`config.mk`:
```
export PLATFORM = sky130hd
export DESIGN_NAME = keypad_scanner
export DESIGN_NICKNAME = d
export VERILOG_FILES = /design/src/rtl/keypad_pkg.sv /design/src/rtl/keypad_scanner_scan_ring.sv /design/src/rtl/keypad_scanner.sv
export SDC_FILE = /design/constraint.sdc
export NUM_CORES = 1
export LEC_CHECK = 0
export CORE_MARGIN = 8
export CORE_UTILIZATION = 30
export CTS_CLUSTER_DIAMETER = 150
export DETAILED_ROUTE_END_ITERATION = 12
export HOLD_SLACK_MARGIN = 0.08
export PLACE_DENSITY = 0.55
export SETUP_SLACK_MARGIN = 0.3
export SLEW_MARGIN = 25
export SYNTH_ARGS = -nofsm -noshare
export SYNTH_HDL_FRONTEND = slang
export SYNTH_HIERARCHICAL = 1
export SYNTH_SLANG_ARGS = --single-unit
export TNS_END_PERCENT = 5
```
`constraint.sdc`:
```
create_clock -name clock -period 8.3 [get_ports clock]
set_input_delay 2.075 -clock clock [delete_from_list [all_inputs] [get_ports clock]]
set_output_delay 2.075 -clock clock [all_outputs]
set_load 0.01 [all_outputs]
```
`src/rtl/keypad_pkg.sv`:
```
// Shared constants and helpers for the 4x4 active-low matrix keypad scanner.
package keypad_pkg;

  localparam int NUM_COLS  = 4;
  localparam int NUM_ROWS  = 4;
  localparam int KEY_W     = 4;
  localparam int NUM_KEYS  = NUM_COLS * NUM_ROWS;
  localparam int COL_IDX_W = 2;

  localparam logic [NUM_COLS-1:0] COL0 = 4'b0111;
  localparam logic [NUM_COLS-1:0] COL1 = 4'b1011;
  localparam logic [NUM_COLS-1:0] COL2 = 4'b1101;
  localparam logic [NUM_COLS-1:0] COL3 = 4'b1110;

  typedef logic [NUM_KEYS-1:0] key_map_t;

  function automatic logic [NUM_COLS-1:0] col_strobe(input logic [COL_IDX_W-1:0] idx);
    case (idx)
      2'd0:    return COL0;
      2'd1:    return COL1;
      2'd2:    return COL2;
      default: return COL3;
    endcase
  endfunction

  function automatic logic [4:0] key_count(input key_map_t m);
    logic [4:0] n;
    n = '0;
    for (int i = 0; i < NUM_KEYS; i++) n = n + 5'(m[i]);
    return n;
  endfunction

  // Only meaningful when exactly one bit is set.
  function automatic logic [KEY_W-1:0] key_index(input key_map_t m);
    logic [KEY_W-1:0] idx;
    idx = '0;
    for (int i = NUM_KEYS - 1; i >= 0; i--) begin
      if (m[i]) idx = KEY_W'(i);
    end
    return idx;
  endfunction

endpackage

```
`src/rtl/keypad_scanner_scan_ring.sv`:
```
// Rotating column strobe: holds each column low for SCAN_DIV cycles and flags the sample cycle.
module scan_ring
  import keypad_pkg::*;
#(
  parameter int SCAN_DIV = 4
) (
  input  logic                 clock,
  input  logic                 reset,
  output logic [NUM_COLS-1:0]  col,
  output logic [COL_IDX_W-1:0] col_idx,
  output logic                 sample_en
);

  localparam int DWELL_W = $clog2(SCAN_DIV);

  logic [DWELL_W-1:0]   dwell_q, dwell_d;
  logic [COL_IDX_W-1:0] idx_q, idx_d;

  always_comb begin
    sample_en = (dwell_q == DWELL_W'(SCAN_DIV - 1));
    dwell_d   = dwell_q + 1'b1;
    idx_d     = idx_q;
    if (sample_en) begin
      dwell_d = '0;
      idx_d   = idx_q + 1'b1;
    end
  end

  always_ff @(posedge clock or posedge reset) begin
    if (reset) begin
      dwell_q <= '0;
      idx_q   <= '0;
    end else begin
      dwell_q <= dwell_d;
      idx_q   <= idx_d;
    end
  end

  assign col_idx = idx_q;
  assign col     = col_strobe(idx_q);

endmodule

```
`src/rtl/keypad_scanner.sv`:
```
// 4x4 keypad scanner: row synchronizer, per-frame matrix snapshot, frame debounce and press events.
module keypad_scanner
  import keypad_pkg::*;
#(
  parameter int SCAN_DIV       = 4,
  parameter int DEBOUNCE_SCANS = 3
) (
  input  logic                clock,
  input  logic                reset,
  input  logic [NUM_ROWS-1:0] row,
  output logic [NUM_COLS-1:0] col,
  output logic [KEY_W-1:0]    key_code,
  output logic                key_valid,
  output logic                key_held,
  output logic                multi_key
);

  localparam int STABLE_W = $clog2(DEBOUNCE_SCANS + 1);

  logic [COL_IDX_W-1:0] col_idx;
  logic                 sample_en;

  scan_ring #(
    .SCAN_DIV (SCAN_DIV)
  ) u_scan_ring (
    .clock     (clock),
    .reset     (reset),
    .col       (col),
    .col_idx   (col_idx),
    .sample_en (sample_en)
  );

  logic [NUM_ROWS-1:0] row_meta_q, row_sync_q;
  logic [NUM_ROWS-1:0] press;
  logic                frame_end;
  logic [4:0]          count;

  key_map_t             snap_q, snap_d;
  key_map_t             prev_q, prev_d;
  key_map_t             deb_q, deb_d;
  logic [STABLE_W-1:0]  stable_q, stable_d;
  logic [KEY_W-1:0]     code_q, code_d;
  logic                 valid_q, valid_d;
  logic                 held_q, held_d;
  logic                 multi_q, multi_d;

  assign press     = ~row_sync_q;
  assign frame_end = sample_en && (col_idx == COL_IDX_W'(NUM_COLS - 1));

  always_comb begin
    snap_d   = snap_q;
    prev_d   = prev_q;
    stable_d = stable_q;
    deb_d    = deb_q;
    code_d   = code_q;
    valid_d  = 1'b0;
    held_d   = held_q;
    multi_d  = multi_q;

    if (sample_en) snap_d[{col_idx, 2'b00} +: NUM_ROWS] = press;
    count = key_count(snap_d);

    // The frame-end decision sees the snapshot including the column just sampled.
    if (frame_end) begin
      if (snap_d == prev_q) begin
        if (stable_q != STABLE_W'(DEBOUNCE_SCANS)) stable_d = stable_q + 1'b1;
      end else begin
        stable_d = STABLE_W'(1);
        prev_d   = snap_d;
      end
      if (stable_d == STABLE_W'(DEBOUNCE_SCANS)) begin
        deb_d   = snap_d;
        held_d  = |snap_d;
        multi_d = (count >= 5'd2);
        if (count == 5'd1 && snap_d != deb_q) begin
          code_d  = key_index(snap_d);
          valid_d = 1'b1;
        end
      end
    end
  end

  // Synchronizer idles at all-ones so reset never looks like a full-row press.
  always_ff @(posedge clock or posedge reset) begin
    if (reset) begin
      row_meta_q <= '1;
      row_sync_q <= '1;
      snap_q     <= '0;
      prev_q     <= '0;
      deb_q      <= '0;
      stable_q   <= '0;
      code_q     <= '0;
      valid_q    <= 1'b0;
      held_q     <= 1'b0;
      multi_q    <= 1'b0;
    end else begin
      row_meta_q <= row;
      row_sync_q <= row_meta_q;
      snap_q     <= snap_d;
      prev_q     <= prev_d;
      deb_q      <= deb_d;
      stable_q   <= stable_d;
      code_q     <= code_d;
      valid_q    <= valid_d;
      held_q     <= held_d;
      multi_q    <= multi_d;
    end
  end

  assign key_code  = code_q;
  assign key_valid = valid_q;
  assign key_held  = held_q;
  assign multi_key = multi_q;

endmodule
```
Word level (Yosys, flattened, before mapping)
Index checks and enable logic that the tools add are counted.

Bits in registers: 69. Bits of input ports: 6. Output and inout bits: 11. Logic and storage cells: 78.

$add $sub $neg: 19. Order comparisons: 1. Equality and inequality tests: 9. Shift-type cells: 2. Mux-type cells: 26. Bitwise gates (word level): 2. Reductions and logical operators: 7.

Operators with widths (number): 4-bit 2-to-1 mux (16); 5-bit by 1-bit adder with 5-bit output (11); 16-bit bitwise mux (1); 16-bit equality test (1); 16-bit 2-to-1 mux (1); 16-bit != test (1); 16-bit OR reduction (1); 4-bit by 6-bit variable shift with 16-bit output, first input constant (1); 4-bit by 6-bit indexed part select with 16-bit output (1); 4-bit one-hot mux with 3 select lines (1); 2-bit equality test, second input constant (4); 2-bit 2-to-1 mux (4); 2-bit by 1-bit adder with 2-bit output, second input constant (3); 4-bit negator with 6-bit output (1); 4-bit by 1-bit adder with 5-bit output (1); 5-bit by 1-bit equality test with 1-bit output, second input constant (1); 5-bit by 2-bit >= comparator with 1-bit output, second input constant (1); 3-bit by 1-bit adder with 4-bit output (1); 4-bit inverter (1); 2-bit AND reduction (2); 2-bit by 1-bit adder with 3-bit output (1); 1-bit 2-to-1 mux (3); 3-bit AND reduction (1); 1-bit by 1-bit adder with 2-bit output (1); other kinds (5) (6).

Longest topological paths before layout
Gate-level depths: netlist of run 1.

Word-level depth: 24. Gate-level depth with buffers: 23.

By module
The synthesis of run 1 kept the hierarchy.

By module, submodules not included: keypad_scanner (instances 1, cells an instance 329, area each 3776.1 µm², seq. area each 1636.6 µm²); scan_ring (instances 1, cells an instance 20, area each 229.0 µm², seq. area each 100.1 µm²).

Least setup slack after synthesis of run 1
OpenSTA, ideal clock, no wires.

Path kind: register to register. Start point: register u_scan_ring.idx_q[0], in the netlist u_scan_ring/col_idx[0]. End point: register code_q[0], in the netlist key_code[0]. Library setup time: 0.125 ns. Arrival: 6.039 ns. Setup slack: 2.137 ns. Stages on the path, launching flop included: 22. Period minus slack after synthesis: 6.163 ns. Path through: dfrtp_1 > buf_2 > inv_1 > ha_1 > or3b_1 > buf_2 > o2bb2ai_1 > fa_1 > inv_1 > fa_1 > fa_1 > fa_1 > inv_1 > ha_1 > inv_1 > fa_1 > a2111oi_0 > a21oi_1 > nor4b_1 > nand2_1 > nor4_4 > mux2_2.

Cells in the longest elaborated chain, start to end: 22. Elaborated cells on any way between the ends: 46. Classes of those cells: add/sub: 16; eq/ne: 5; shift: 2; mux: 20; reduce/logical: 3.

RTL lines: start, declared (RTL line keypad_scanner_scan_ring.sv:17) `logic [COL_IDX_W-1:0] idx_q, idx_d;`; start signal, assigned (RTL line keypad_scanner_scan_ring.sv:35) `idx_q <= idx_d;`; 4-bit negator with 6-bit output (*) (RTL line keypad_scanner.sv:60) `if (sample_en) snap_d[{col_idx, 2'b00} +: NUM_ROWS] = press;`; 4-bit by 6-bit indexed part select with 16-bit output / 4-bit by 6-bit variable shift with 16-bit output (equally long branches) (RTL line keypad_scanner.sv:60); 16-bit bitwise mux (*) (RTL line keypad_scanner.sv:60); 16-bit 2-to-1 mux (*) (RTL line keypad_scanner.sv:60); named net snap_d[0] (RTL line keypad_scanner.sv:38) `key_map_t snap_q, snap_d;`; 1-bit by 1-bit adder with 2-bit output (RTL line keypad_pkg.sv:29) `for (int i = 0; i < NUM_KEYS; i++) n = n + 5'(m[i]);`; 2-bit by 1-bit adder with 3-bit output (RTL line keypad_pkg.sv:29); 3-bit by 1-bit adder with 4-bit output (RTL line keypad_pkg.sv:29); 4-bit by 1-bit adder with 5-bit output (RTL line keypad_pkg.sv:29); 5-bit by 1-bit adder with 5-bit output (11 in a row) (RTL line keypad_pkg.sv:29); 5-bit by 1-bit equality test with 1-bit output (RTL line keypad_scanner.sv:75) `if (count == 5'd1 && snap_d != deb_q) begin`; 1-bit logical AND (RTL line keypad_scanner.sv:75); 3-bit AND reduction (no line); end signal, assigned (RTL line keypad_scanner.sv:103) `code_q <= code_d;`; end, declared (RTL line keypad_scanner.sv:42) `logic [KEY_W-1:0] code_q, code_d;`.

The timed path passes the listed nets; every way through them passes the cells marked *. The select of a mux whose other input is x is not followed. A chain may end at the register's enable or synchronous reset.

Final worst setup path of run 1
Start point: register u_scan_ring.idx_q[0], in the netlist u_scan_ring/col_idx[0]. End point: register code_q[1], in the netlist key_code[1].

Elaborated cells on any way between the ends: 46. Classes of those cells: add/sub: 16; eq/ne: 5; shift: 2; mux: 20; reduce/logical: 3.

RTL lines (RTL line): 4-bit negator with 6-bit output (*) (keypad_scanner.sv:60); 4-bit by 6-bit indexed part select with 16-bit output / 4-bit by 6-bit variable shift with 16-bit output (equally long branches) (keypad_scanner.sv:60); 16-bit bitwise mux (*) (keypad_scanner.sv:60); 16-bit 2-to-1 mux (*) (keypad_scanner.sv:60); named net snap_d[3] (keypad_scanner.sv:38); 3-bit by 1-bit adder with 4-bit output (keypad_pkg.sv:29); 4-bit by 1-bit adder with 5-bit output (keypad_pkg.sv:29); 5-bit by 1-bit adder with 5-bit output (11 in a row) (keypad_pkg.sv:29); 5-bit by 1-bit equality test with 1-bit output (keypad_scanner.sv:75); 1-bit logical AND (keypad_scanner.sv:75); 3-bit AND reduction (no line).

Marked as above.

==> impl_metrics.csv, run 1 <==
group,metric,value,unit
timing,drv_slew,0,
clock_tree,clock-sinks,69,
logic_synthesis,async_flop_share,100,%
global_route,grt_pass1_vias,2776,
logic_synthesis,seq_area_frac_synth,43.4,%
clock_tree,cts_buffers,9,
place,gp_congestion,0.841,
logic_synthesis,synth-edff-count,0,
detailed_routing,dr.first_iter.drc_count,154,
finish,drive_gt1_share,21.6,%
detailed_routing,via_count,2628,
setup_path,end_kind,"flip-flop",
logic_synthesis,yosysTopAreaCellShare,38.1,%
power,total_power,0.000841,W
clock_tree,cts_root_buf,"clkbuf_16",
clock_tree,clkTransAtPathRegs,60,ps
timing,slew-limit-headroom,40.1,%
clock_tree,clockBufferDepth,2,
logic_synthesis,avgSynthCellArea,11.5,um2
timing,tightest_slew,899,ps
power,max-vdd-ir-drop,0.0000953,V
floorplan,die_w,132,um
outcome,status,"finished, final reports clean",
timing,period_share,82.8,%
logic_synthesis,ys_warn_count,6,
setup_path,cpMostUsedCell,"fa_1",
finish,nFillCells,1337,
timing,clock_skew,5.47,ps
global_route,grt_start_max_net_pins,66,
global_route,antenna_found_initial,0,
floorplan,die_h,132,um
setup_path,cpLargestDelayFamily,"adder cells",
place,place.port_buffers,16,
logic_synthesis,synth_area,0.00401,mm2
timing,finalHoldViolations,0,
clock_tree,ctsResizeCount,0,
floorplan,start_util,30.5,%
clock_tree,clk_latency,340,ps
power,p_per_area,182,mW/mm2
hold_path,hp-class,"flip-flop to flip-flop",
detailed_routing,viasPerCell,4.80,
setup_path,crit_chain,"inv_1 -> ha_1 -> or3b_1 -> o2bb2ai_1 -> fa_1 -> inv_1 -> fa_1 -> fa_1 -> fa_1 -> inv_1 -> ha_1 -> inv_1 -> fa_1 -> a2111oi_0 -> a21oi_1 -> nor4b_1 -> nand2_1 -> nor4_4 -> mux2_2",
power,leakage,1.97,nW
timing,setup_tns,0,ps
finish,antenna_cells,0,
timing,rsz0062_at_grt,"false",
setup_path,slowest_stage,"dfrtp_1",
global_route,grt_pass1_wl,15100,um
logic_synthesis,netlist_instances,349,
setup_path,slowest_delay,690,ps
timing,fmax,145,MHz
timing,setup_viol,0,
clock_tree,hold_buffers,0,
setup_path,required,8520,ps
clock_tree,cts_max_level,3,
detailed_routing,wire_per_inst,16.4,um
place,dpl.hpwl,6420,um
floorplan,num_io_pins,17,
floorplan,core_area,0.0131,mm2
global_route,grt-ovfl-total,0,
detailed_routing,drc,0,
detailed_routing,postRouteAntennaNets,0,
floorplan,fp-row-count,42,
finish,num-nets-final,399,
logic_synthesis,netlist-cell-type-count,64,
setup_path,worstSetupPathType,"flip-flop to flip-flop",
logic_synthesis,synth_top_cell_by_area,"dfrtp_1",
finish,layoutNonFillerInstCount,547,
global_route,grt_use_total,11.0,%
logic_synthesis,synth_fp_nets,382,
clock_tree,cts_tree,"done",
setup_path,startpoint_type,"flip-flop",
logic_synthesis,synthTopCellsByArea,"dfrtp_1 (38%), mux2_2 (7.3%), ha_1 (5.3%), dfstp_2 (5.2%), fa_1 (5.0%)",
flow_run,maxCapViolCount,0,
timing,period_minus_slack,6880,ps
detailed_routing,firstDrtPassIters,4,
clock_tree,cts_setup_buffers,0,
setup_path,crit_arrival,7090,ps
detailed_routing,routed_wl,8960,um
finish,synthToLayoutAreaGrowth,15.3,%
logic_synthesis,synthFlopType,"dfrtp_1",
setup_path,critPathMaxFanout,17,
timing,holdWs,355,ps
place,dp.cells,531,
setup_path,cp.buffers_inverters,4,
logic_synthesis,ys_ff_latch,69,
floorplan,die_area,0.0173,mm2
-- layer usage --
layer / global-route usage, % / share of wire [%]
met3: 2.52 / 3.0
met5: 0 / 0
met2: 17.4 / 47
met4: 4.66 / 1.4
met1: 14.1 / 48
-- sequential cells by signal (all words and copies together) (netlist names) --
signal,count
deb_q,16
prev_q,16
snap_q,16
key_code,4
row_meta_q,4
row_sync_q,4
stable_q,2
u_scan_ring/col_idx,2
u_scan_ring/dwell_q,2
key_held,1
key_valid,1
multi_key,1
-- where the power goes --
part	switching (W)	internal [W]
Clock	0.000154	0.000205
Combinational	0.0000719	0.0000551
Sequential	0.00000699	0.000348
-- cell type report --
cell class	count	area [um2]	share of cell area [%]
multi-input cells	224	2030	44.0
flip-flops and latches	69	1740	37.6
clock buffers	10	229	4.96
well taps	176	220	4.77
repair buffers	22	205	4.44
inverters	40	150	3.25
clock inverters	6	47.5	1.03
-- stage by stage --
stage | area, um2 | utilization [%] | setup WS, ps
final | 4620 | 35.2 | 1420
after global routing | 4620 | 35.2 | 948
after CTS | 4620 | 35.2 | 1410
after detailed placement | 4340 | 33.1 | 1410
after global placement | 4340 | 33.1 | 1610
after floorplan | 4010 | - | 2140
-- synth_stat cells, drive strengths merged (2+ instances only) --
| cell type | instances |
|---|---|
| dfstp | 8 |
| or3b | 2 |
| ha | 17 |
| nor4 | 6 |
| nand4b | 3 |
| or2 | 3 |
| o22ai | 2 |
| nand3 | 6 |
| nand2b | 3 |
| a22oi | 2 |
| nand2 | 13 |
| nand4 | 4 |
| dfrtp | 61 |
| a32oi | 2 |
| a2111oi | 3 |
| a31oi | 2 |
| and3 | 3 |
| buf | 9 |
| nor2 | 10 |
| a21bo | 4 |
| nand3b | 4 |
| xnor2 | 20 |
| nor4b | 4 |
| a21boi | 4 |
| and2 | 2 |
| a31o | 2 |
| mux2i | 7 |
| o21ai | 5 |
| o31a | 3 |
| o2bb2ai | 2 |
| nor3 | 9 |
| a21oi | 9 |
| inv | 39 |
| or4 | 2 |
| clkbuf | 7 |
| o2111ai | 2 |
| a22o | 2 |
| mux2 | 34 |
| xor2 | 6 |
| fa | 10 |
-- placed cells by master, fill, tap and decap left out, types with 5 or more instances in the layout --
cell,count
mux2_4,8
a21oi_1,9
nor2_1,10
clkbuf_16,9
mux2i_1,7
fa_1,10
nand2_1,13
buf_4,6
nand3_1,6
mux2_2,26
nor3_1,8
dfrtp_1,61
ha_1,17
clkdlybuf4s50_1,16
xnor2_1,20
xor2_1,6
inv_1,38
dfstp_2,8
nor4_1,5
-- final timing paths --
path                                                           end  slack [ps]                          startpoint  depth (start not counted)
worst max-delay path                       key_code[1]$_DFFE_PP0P_        1420  u_scan_ring/col_idx[0]$_DFFE_PP0N_                         19
worst min-delay path                       row_sync_q[0]$_DFF_PP1_         350             row_meta_q[0]$_DFF_PP1_                          0
worst max register to register             key_code[1]$_DFFE_PP0P_        1420  u_scan_ring/col_idx[0]$_DFFE_PP0N_                         19
worst min register to register             row_sync_q[0]$_DFF_PP1_         350             row_meta_q[0]$_DFF_PP1_                          0
max in group asynchronous                     deb_q[9]$_DFFE_PP0P_        5390                               reset                          3
min in group asynchronous       u_scan_ring/col_idx[1]$_DFFE_PP0N_        1970                               reset                          2
-- worst register-to-register path, delay by kind of cell, from the launching register on --
kind / cells / cell delay, ps
buffers and inverters: 4 / 370
AND/OR/NAND/NOR: 4 / 1340
multiplexers: 1 / 380
flip-flops: 1 / 690
AO/OA/AOI/OAI: 3 / 1080
adder cells (fa/ha/maj): 7 / 2900
-- kinds of logic (layout without fill, tap and decap cells) --
family,Yosys count,in the layout,synth area share (%)
muxes,41,41,12.1
buffers and inverters,56,78,5.94
xor gates and xnor gates,26,26,5.69
AOI/OAI and AO/OA,53,53,10.4
and+or+nand+nor,77,77,12.3
DFF,69,69,43.4
adders and majority gates,27,27,10.3
(Power assumes the default switching activity.)
==> inputs of run 2 (changes only) <==
--- a/config.mk
+++ b/config.mk
@@ -10,7 +10,7 @@
 export CTS_CLUSTER_DIAMETER = 150
 export DETAILED_ROUTE_END_ITERATION = 12
 export HOLD_SLACK_MARGIN = 0.08
-export PLACE_DENSITY = 0.55
+export PLACE_DENSITY = 0.57
 export SETUP_SLACK_MARGIN = 0.3
 export SLEW_MARGIN = 25
 export SYNTH_ARGS = -nofsm -noshare
==> constraint.sdc (replaced) <==
create_clock -name clock -period 6.1 [get_ports clock]
set_input_delay 1.525 -clock clock [delete_from_list [all_inputs] [get_ports clock]]
set_output_delay 1.525 -clock clock [all_outputs]
set_load 0.01 [all_outputs]
==> run 2 against run 1 <==
Effect of this change: clock skew up 3.5 ps; register-to-register slack worse by 940 ps; utilization up 2.8 points; largest cell class unchanged.
==> impl_metrics.csv, run 2 (synthesis gave the netlist of run 1 again) <==
group,metric,value,unit
outcome,status,"finished, final reports clean",
finish,nFillCells,1306,
floorplan,die_h,132,um
finish,antenna_cells,0,
finish,regArea,0.00174,mm2
detailed_routing,met3_length,414,um
clock_tree,cts_max_level,3,
detailed_routing,drc,0,
finish,synthToLayoutAreaGrowth,24.5,%
setup_path,end_kind,"flip-flop",
setup_path,worstSetupPathType,"flip-flop to flip-flop",
finish,num-nets-final,421,
timing,setup_viol,0,
detailed_routing,routed-wl-met2,4620,um
flow_run,maxCapViolCount,0,
finish,final_common_cell,"dfrtp_1",
power,p_per_area,253,mW/mm2
clock_tree,cts_tree,"done",
detailed_routing,via_count,2771,
detailed_routing,wire_per_inst,16.9,um
clock_tree,cts_root_buf,"clkbuf_16",
detailed_routing,top_layer_used,"met4",
global_route,grt-ovfl-total,0,
floorplan,start_util,30.5,%
global_route,antenna_found_initial,0,
power,total_power,0.00126,W
finish,top_regs,"deb_q (16), prev_q (16), snap_q (16)",
finish,mostFrequentLayoutCells,"dfrtp_1 (60), inv_1 (33), buf_4 (26)",
floorplan,die_w,132,um
setup_path,startpoint_type,"flip-flop",
detailed_routing,viasPerCell,4.87,
timing,clock_skew,8.99,ps
timing,period_minus_slack,5620,ps
place,dpl.hpwl,7030,um
clock_tree,cts_buffers,9,
timing,holdWs,353,ps
timing,drv_slew,0,
floorplan,die_area,0.0173,mm2
timing,slew-limit-headroom,40.0,%
place,place.port_buffers,16,
timing,rsz0062_at_grt,"false",
global_route,grt_start_max_net_pins,45,
power,leakage,2.11,nW
power,max-vdd-ir-drop,0.000110,V
clock_tree,clkTransAtPathRegs,50,ps
finish,multiInputGateArea,0.00219,mm2
detailed_routing,routed_wl,9630,um
global_route,grt_use_total,11.6,%
timing,setup_tns,0,ps
timing,period_share,92.1,%
clock_tree,clk_latency,340,ps
timing,finalHoldViolations,0,
clock_tree,clock-sinks,69,
setup_path,required,6320,ps
detailed_routing,firstDrtPassIters,4,
clock_tree,clockBufferDepth,2,
clock_tree,hold_buffers,0,
hold_path,hp-class,"flip-flop to flip-flop",
setup_path,critPathMaxFanout,8,
floorplan,num_io_pins,17,
global_route,grt_pass1_wl,15900,um
finish,drive_gt1_share,31.0,%
detailed_routing,dr.first_iter.drc_count,179,
place,gp_congestion,0.818,
global_route,grt_pass1_vias,2957,
timing,tightest_slew,900,ps
finish,final_area,0.00499,mm2
timing,fmax,178,MHz
floorplan,core_area,0.0131,mm2
setup_path,crit_arrival,5840,ps
place,placed_area,0.00455,mm2
detailed_routing,drt-met1-wl,4290,um
floorplan,fp-row-count,42,
detailed_routing,postRouteAntennaNets,0,
[run 2: timing repair]
action / 4_1_cts / 5_1_grt
buffers inserted: 1 / 6
endpoints found under the setup margin: 4 / 4
endpoints found under the hold margin: 0 / 0
gates resized for setup: 0 / 15
pin swaps: 1 / 5
[run 2: critical path, stage by stage (launching register included)]
cell       delay [ps]
dfrtp_1           350
inv_2              80
ha_4              300
or3b_4            400
o41a_1            410
inv_2              80
fa_1              420
fa_1              490
inv_1              50
fa_1              490
fa_1              430
inv_2              90
ha_4              140
inv_1              50
fa_2              360
a2111oi_4         200
a21oi_1            80
nor4b_2           300
nand2_1           130
nor4_4            170
buf_6             170
mux2_4            300
[run 2: area by class of cell]
type	count	area share (%)
clock buffers	15	5.57
clock inverters	1	0.602
inverters	40	3.01
multi-input cells	224	44.0
flip-flops and latches	69	34.9
well taps	176	4.42
repair buffers	44	7.58
[run 2: report_power, final]
group / leakage, nW / internal, W / switching (W) / total [W]
clock network: 0.150 / 0.000350 / 0.000188 / 0.000539
registers: 0.851 / 0.000474 / 0.0000104 / 0.000484
logic: 1.11 / 0.000112 / 0.000128 / 0.000240
total: 2.11 / 0.000937 / 0.000327 / 0.00126
[run 2: metal layers]
metal | up-vias | global-route usage [%]
li1 | 1291 | -
met1 | 1396 | 14.7
met2 | 61 | 18.3
met3 | 23 | 2.02
met4 | 0 | 6.45
met5 | - | 0
[run 2: final timing paths]
kind	start	to	slack, ps	cells past startpoint
max	u_scan_ring/col_idx[1]$_DFFE_PP0N_	key_code[2]$_DFFE_PP0P_	480	21
min	row_meta_q[1]$_DFF_PP1_	row_sync_q[1]$_DFF_PP1_	350	0
max reg2reg	u_scan_ring/col_idx[1]$_DFFE_PP0N_	key_code[2]$_DFFE_PP0P_	480	21
min reg2reg	row_meta_q[1]$_DFF_PP1_	row_sync_q[1]$_DFF_PP1_	350	0
max in group asynchronous	reset	multi_key$_DFFE_PP0P_	3590	3
min in group asynchronous	reset	u_scan_ring/col_idx[1]$_DFFE_PP0N_	1420	2
[run 2: stage by stage]
| step | util (%) | std cells | setup WS [ps] |
|---|---|---|---|
| 2_1_floorplan | - | 349 | 213 |
| 3_3_place_gp | 34.5 | 545 | 275 |
| 3_5_place_dp | 34.6 | 546 | 160 |
| 4_1_cts | 37.0 | 563 | 363 |
| 5_1_grt | 38.0 | 569 | 247 |
| 6_report | 38.0 | 569 | 479 |
